==> src/rtl/mem_arbiter.sv <==
// Two-master arbiter for the shared synchronous-read memory: zero-latency grant,
// round-robin on ties, bounded ownership lock, and read-data return steering.
module mem_arbiter #(
  parameter int unsigned AW       = 12,
  parameter int unsigned DW       = 16,
  parameter int unsigned MAX_LOCK = 8
) (
  input  logic          clk,
  input  logic          rst_n,
  input  logic          m0_req,
  input  logic          m0_we,
  input  logic          m0_lock,
  input  logic [AW-1:0] m0_addr,
  input  logic [DW-1:0] m0_wdata,
  input  logic          m1_req,
  input  logic          m1_we,
  input  logic          m1_lock,
  input  logic [AW-1:0] m1_addr,
  input  logic [DW-1:0] m1_wdata,
  output logic          m0_gnt,
  output logic          m1_gnt,
  output logic          m0_rvalid,
  output logic          m1_rvalid,
  output logic [DW-1:0] m0_rdata,
  output logic [DW-1:0] m1_rdata,
  output logic          mem_en,
  output logic          mem_we,
  output logic [AW-1:0] mem_addr,
  output logic [DW-1:0] mem_wdata,
  input  logic [DW-1:0] mem_rdata
);

  localparam int unsigned LW = $clog2(MAX_LOCK + 1);
  localparam logic [LW-1:0] LCNT_MAX = LW'(MAX_LOCK);

  localparam logic [1:0] FREE = 2'd0;
  localparam logic [1:0] OWN0 = 2'd1;
  localparam logic [1:0] OWN1 = 2'd2;

  logic [1:0]    own;
  logic          last;
  logic [LW-1:0] lcnt;
  logic          rsel;
  logic          rvalid_q;
  logic          g0;
  logic          g1;

  // An owner whose lock budget is spent yields to a waiting master; an owner
  // that stops requesting is treated exactly like FREE.
  always_comb begin
    g0 = 1'b0;
    g1 = 1'b0;
    if (own == OWN0 && m0_req) begin
      if (m1_req && lcnt == LCNT_MAX) g1 = 1'b1;
      else                            g0 = 1'b1;
    end else if (own == OWN1 && m1_req) begin
      if (m0_req && lcnt == LCNT_MAX) g0 = 1'b1;
      else                            g1 = 1'b1;
    end else if (m0_req && m1_req) begin
      if (last) g0 = 1'b1;
      else      g1 = 1'b1;
    end else begin
      g0 = m0_req;
      g1 = m1_req;
    end
  end

  assign m0_gnt    = g0 & rst_n;
  assign m1_gnt    = g1 & rst_n;
  assign mem_en    = m0_gnt | m1_gnt;
  assign mem_we    = (m0_gnt & m0_we) | (m1_gnt & m1_we);
  assign mem_addr  = m1_gnt ? m1_addr  : m0_addr;
  assign mem_wdata = m1_gnt ? m1_wdata : m0_wdata;

  assign m0_rvalid = rvalid_q & ~rsel;
  assign m1_rvalid = rvalid_q &  rsel;
  assign m0_rdata  = mem_rdata;
  assign m1_rdata  = mem_rdata;

  // A forced hand-over always goes to the non-owner, so the "already owner"
  // test below naturally restarts lcnt at 1; lcnt saturates while uncontested.
  always_ff @(posedge clk or negedge rst_n) begin
    if (!rst_n) begin
      own      <= FREE;
      last     <= 1'b1;
      lcnt     <= '0;
      rsel     <= 1'b0;
      rvalid_q <= 1'b0;
    end else begin
      rvalid_q <= (m0_gnt & ~m0_we) | (m1_gnt & ~m1_we);
      if (m0_gnt | m1_gnt) rsel <= m1_gnt;
      if (m0_gnt) begin
        last <= 1'b0;
        if (m0_lock) begin
          own  <= OWN0;
          lcnt <= (own != OWN0) ? LW'(1) :
                  (lcnt == LCNT_MAX) ? lcnt : lcnt + LW'(1);
        end else begin
          own  <= FREE;
          lcnt <= '0;
        end
      end else if (m1_gnt) begin
        last <= 1'b1;
        if (m1_lock) begin
          own  <= OWN1;
          lcnt <= (own != OWN1) ? LW'(1) :
                  (lcnt == LCNT_MAX) ? lcnt : lcnt + LW'(1);
        end else begin
          own  <= FREE;
          lcnt <= '0;
        end
      end else if ((own == OWN0 && !m0_req) || (own == OWN1 && !m1_req)) begin
        own  <= FREE;
        lcnt <= '0;
      end
    end
  end

endmodule
==> config.mk <==
export PLATFORM = sky130hd
export DESIGN_NAME = mem_arbiter
export DESIGN_NICKNAME = d
export VERILOG_FILES = /design/src/rtl/mem_arbiter.sv
export SDC_FILE = /design/constraint.sdc
export NUM_CORES = 1
export LEC_CHECK = 0
export ABC_AREA = 1
export CAP_MARGIN = 20
export CORE_UTILIZATION = 30
export DETAILED_ROUTE_END_ITERATION = 8
export PLACE_DENSITY_LB_ADDON = 0.12
export SLEW_MARGIN = 20
export SYNTH_ARGS = -nofsm -noshare
export SYNTH_HDL_FRONTEND = slang
export SYNTH_SLANG_ARGS = --single-unit
==> constraint.sdc <==
create_clock -name clk -period 3.2 [get_ports clk]
set_input_delay 0.96 -clock clk [delete_from_list [all_inputs] [get_ports clk]]
set_output_delay 0.96 -clock clk [all_outputs]
set_load 0.03 [all_outputs]
==> summary.txt <==
Detailed routing
  • Metal2 WL: 1.897 mm
  • Iteration count of the initial detailed-routing pass: 4
  • Vias per cell: 4.387
  • WL met1: 1.587 mm
  • DRT iter0 DRCs: 41
  • Met3 routed WL: 350 um
  • Vias: 1540
  • Post-DRT Antenna Nets: 0
  • Drt wl/cell: 10.98 um
  • Total Routed Length: between 3 and 4 mm
  • DRC: 0
  • Max layer used: met4

Floorplan
  • Starting Density: 32.35%
  • Die area: 4708 sq um
  • Placeable Area: 4115 sq um
  • IO Count: approximately 150
  • Die width: ~69 um
  • Row count: 23
  • Die height: 68.62 um

Yosys
  • Adder-cell area share of the yosys netlist: 1.880%
  • Top post-synthesis cells by count: nand2_1, buf_4, nand4_1
  • Simple-gate area share of the yosys netlist: between 40% and 50%
  • Post-Syn Area: between 1000 and 1500 sq um
  • Number of flops mapped to enable cells by yosys: 0
  • Synth cell types: 25
  • Synth Instances: 226
  • Dominant cells by area after synthesis: nand2_1, buf_4, dfrtp_1
  • Largest family of logic cells by synthesized area: simple AND/OR/NAND/NOR gates
  • Post-synthesis sequential area ratio: 17.01%
  • Main synth FF type: dfrtp_1
  • Synth area leader: nand2_1
  • Compound-gate portion of the synthesized area: 3.477%
  • Xor-xnor portion of the synthesized cell area: 0.6579%
  • Syn_area_per_cell: approximately 6 sq um
  • Ys async rst share: 100.0%
  • Top-area cell type share of the netlist area: between 30 and 40%
  • Yosys warns: 0
  • Net Count, Synth: 308
  • Most numerous cell in the Yosys netlist: nand2_1
  • Multiplexer share of the synthesized area: 0%
  • Seq cells post-synth: 9

Power and ir drop
  • PD cells: 641.3 nW/um^2
  • Overall power: about 1.4 mW
  • Peak supply drop: 0.3382 mV
  • Leak pwr: 1.145 nW

Clock tree
  • H-tree Lvls: 1
  • Clock sinks: 9
  • CTS tree: done
  • Clock root cell: clkbuf_8
  • Clk slew on worst S/H paths: 40 ps
  • Clock Path Buffers: 2
  • Clock Latency Late Sink: approximately 220 ps
  • Cts bufs inserted: 3

Placed design
  • # port buffers: 97
  • RePlAce Congestion: 0.8493
  • Hpwl dp: 3.238 mm
  • Placed insts: 346
  • Pre-CTS WS: -277.4 ps

Global route
  • Total gr overflow: 0
  • First-pass GRT wire length: 5.644 mm
  • Vias in the first global route: 1360
  • Tot GR Track Use: 15.23%
  • Initial antenna violation count: 0
  • Largest net degree at the start of global routing: 18

STA
  • Slew Limit Fails: 0
  • Clock Skews: 0.5854 ps
  • Fin. Hold Viols: 0
  • Worst setup margin: about 170 ps
  • Achievable frequency: 329.8 MHz
  • Final period utilization: 94.77%
  • Fin Setup TNS: 0 ps
  • RSZ-0062 raised after global routing: no
  • Setup violators final: 0
  • Slew headroom: roughly 80%
  • Worst slew pin tran: 314.8 ps
  • Min Tclk post-route: about 3000 ps

Setup path
  • Setup CP Type: input port to primary output
  • Crit path max fanout: 14
  • Critical path, cell by cell: clkbuf_2, inv_2, nor2_2, inv_2, nand3_2, nand3_4, inv_6, buf_12, nand2_1, nand2_1, buf_6
  • CP Launch Type: input port
  • CP Capture Type: primary output
  • Worst stage delay on the critical path: 170 ps
  • CP required: 2240 ps
  • CP max stage cell: nor2_2
  • CP arrival: 2070 ps

Layout
  • Diode count: 0
  • Fin cells: 351
  • # fillers: between 400 and 500
  • Final nets: approximately 380
  • Area added between synthesis and finish: 64.76%
  • Layout cell share with drive strength beyond 1: 21.93%

Min path
  • Hold crit path type: flip-flop to flip-flop

Status
  • Status: finished clean

Flow run
  • Max Cap Viol: 0
-- power breakdown --
group / internal (mW) / total (mW) / switching, mW
Clock: 0.0863 / 0.125 / 0.0390
Sequential: 0.156 / 0.194 / 0.0381
Combinational: 0.459 / 1.09 / 0.629
-- per-stage QoR --
| step | hold slack, ps | area (sq um) | utilization, % |
|---|---|---|---|
| after global placement | 498.5 | 2112 | 51.32 |
| final | 513.6 | 2193 | 53.30 |
| after detailed placement | 499.8 | 2112 | 51.32 |
| after CTS | 518.0 | 2202 | 53.51 |
| after floorplan | 464.5 | 1331 | - |
| after global routing | 533.5 | 2193 | 53.30 |
-- worst max-delay path, delay by kind of cell --
family | cells | cell delay [ps]
buf+inv | 6 | 600
simple gates | 5 | 500
-- final cells by class --
type	count	area, sq um	share of cell area, %
clock buffer	4	45.04	2.054
timing repair buffer	111	1060	48.32
multi-input combinational	159	726.9	33.14
inverter	18	72.57	3.309
sequential	9	226.5	10.33
tap	50	62.56	2.852
-- per-layer routing --
metal | track usage [%] | vias to the layer above
li1 | - | 822
met1 | 18.74 | 646
met2 | 27.08 | 68
met3 | 3.125 | 4
met4 | 3.125 | 0
met5 | 0 | -
-- timing repair --
action                                  CTS  global route
cloned                                    0             0
endpoints found under the setup margin   32            29
buffers inserted                          1             0
hold buffers                              0             0
resized for setup                        15             4
-- flip-flops by register name, summed over array words and instances, names as in the netlist --
name	flops
last	1
lcnt	4
own	2
rsel	1
rvalid_q	1
-- logic make-up (layout without fill, tap and decap cells) --
family	Yosys count	after routing
AND/OR/NAND/NOR	150	150
flip-flops	9	9
buffers and inverters	58	133
AO/OA/AOI/OAI	6	6
XOR/XNOR	1	1
adder cells (fa/ha/maj)	2	2
-- worst paths after layout --
| path | from | to | slack [ps] | cells after the start |
|---|---|---|---|---|
| setup / recovery | m0_req | mem_wdata[2] | 170 | 11 |
| hold / removal | rsel$_DFFE_PN0P_ | rsel$_DFFE_PN0P_ | 510 | 2 |
| setup reg to reg | lcnt[0]$_DFFE_PN0P_ | lcnt[0]$_DFFE_PN0P_ | 1360 | 10 |
| hold reg to reg | rsel$_DFFE_PN0P_ | rsel$_DFFE_PN0P_ | 510 | 2 |
| max in group asynchronous | rst_n | last$_DFFE_PN1P_ | 2030 | 2 |
| min in group asynchronous | rst_n | lcnt[0]$_DFFE_PN0P_ | 960 | 2 |
-- cell usage in the layout, fill, tap and decap left out, drive strengths merged, types with 2 or more instances in the layout --
master / netlist / layout
inv: 18 / 18
o21ai: 2 / 2
ha: 2 / 2
nand2: 113 / 113
nand3: 9 / 9
nand4: 14 / 14
nor2: 12 / 12
dfrtp: 8 / 8
clkbuf: 0 / 6
buf: 40 / 46
clkdlybuf4s50: 0 / 62
nor3b: 2 / 2
Power figures use the tool's default switching activity.
==> RTL edit (config.mk and constraints unchanged) <==
One comparison of `lcnt` changes from == to >=.
--- a/src/rtl/mem_arbiter.sv
+++ b/src/rtl/mem_arbiter.sv
@@ -51,7 +51,7 @@
     g0 = 1'b0;
     g1 = 1'b0;
     if (own == OWN0 && m0_req) begin
-      if (m1_req && lcnt == LCNT_MAX) g1 = 1'b1;
+      if (m1_req && lcnt >= LCNT_MAX) g1 = 1'b1;
       else                            g0 = 1'b1;
     end else if (own == OWN1 && m1_req) begin
       if (m0_req && lcnt == LCNT_MAX) g0 = 1'b1;
Behaviour: no difference found for any inputs over 10 cycles, from zero or initial values and one cycle with rst_n low; that may be too few to reach the edited logic, so the function may still have changed.
==> RTL edit against the original RTL <==
Area after synthesis down 1.4%. Setup slack worse by 85 ps. Wire length increased by 12%. Sequential share of layout area fell by 0.84 points. Cell area is 8.9% higher. Sequential power is 5% lower. Total power down 11%. Sequential cell count is the same.
==> RTL edit: results (changes against the original RTL) <==
[synthesis]
netlist_instances=228  ; +0.88%
yosysSeqAreaShare_pct=17.3  ; +0.24 points
synth_area_leaders=nand2_1 (33%), buf_4 (20%), dfrtp_1 (15%), nand4_1 (6.2%), inv_1 (4.3%)
syn_nets=310  ; +0.65%
ys_types=21  ; -16%

[setup_path]
critPathMaxStageDelay_ps=260  ; +90 ps
reg2reg_depth=13  ; +3
rrSetupSlack_ps=1320  ; -40 ps
critical-path-slowest-cell=bufbuf_16

[finish]
multi_input_area_um2=738  ; +1.5%
layout.cells.non_filler=362  ; +3.1%
nFillCells=392  ; -7.1%
fin_nets=395  ; +2.9%

[run_status]
status=finished, final reports clean

[power]
p_leak_nw=1.25  ; +8.9%
irDropWorstVdd_mv=0.365  ; +7.9%

[placement]
dpl-instance-area_um2=2080  ; -1.4%
globalplace.congestion=0.839  ; -1.2%

[sta]
tightestPinTransition_ps=329  ; +14.1 ps
skew_ps=2.87  ; +2.29 ps

[cts]
post_cts_buffers=6  ; +5
postCtsResizedCells=35  ; +20

[routing]
drt_iter0_drc=44  ; +7.3%

[global_routing]
grt_pass1_vias=1385  ; +1.8%
grt_start_max_net_pins=20  ; +2

RTL edit: changes by cell type after synthesis, moves of 2 or more:
cell     unedited run  this run
inv_2               4         2
buf_2               3         1
nor3b_1             2         0
and3_1              0         2
nand2_1           111       117
inv_1              13        15
buf_4              33        35
RTL edit: worst paths after layout:
path | to | from
max | mem_wdata[14] | m1_req
min in group asynchronous | own[0] | rst_n
min reg2reg | rsel | rsel
max in group asynchronous | last | rst_n
max reg2reg | rsel | lcnt[0]
min | rsel | rsel
RTL edit: metrics by stage:
step                hold WS [ps]  TNS (ps)  setup WS, ps  total power [mW]
finish                       511         0          82.6              1.25
global route                 541     -5.45         -5.06              1.35
CTS                          506         0          12.7              1.25
detailed placement           495     -7920          -275             0.971
global placement             489     -7440          -256             0.973
floorplan                    464         0           341             0.730
RTL edit: metal layers:
| metal | vias up | GRT usage, % | share of wire [%] |
|---|---|---|---|
| li1 | 848 | - | - |
| met3 | 8 | 5.17 | 8.7 |
| met2 | 53 | 31.4 | 50 |
| met5 | - | 0 | 0 |
| met4 | 0 | 3.39 | 0.77 |
| met1 | 674 | 21.4 | 41 |
RTL edit: cell type report:
class | count | share of cell area (%)
well taps | 50 | 2.62
flip-flops and latches | 9 | 9.48
inverters | 17 | 2.88
repair buffers | 120 | 52.2
multi-input cells | 162 | 30.9
clock buffers | 4 | 1.89
RTL edit: logic make-up after synthesis:
| logic type | Yosys count | share of synthesized area (%) |
|---|---|---|
| flops | 9 | 17.3 |
| fa+ha+maj | 2 | 1.91 |
| compound gates | 4 | 2.19 |
| xor+xnor | 1 | 0.667 |
| buf+inv | 57 | 28.7 |
| simple gates | 155 | 49.3 |
RTL edit: power by group:
part | internal, mW | switching, mW
sequential | 0.152 | 0.0323
combinational | 0.439 | 0.502
clock | 0.0863 | 0.0394
total | 0.677 | 0.574
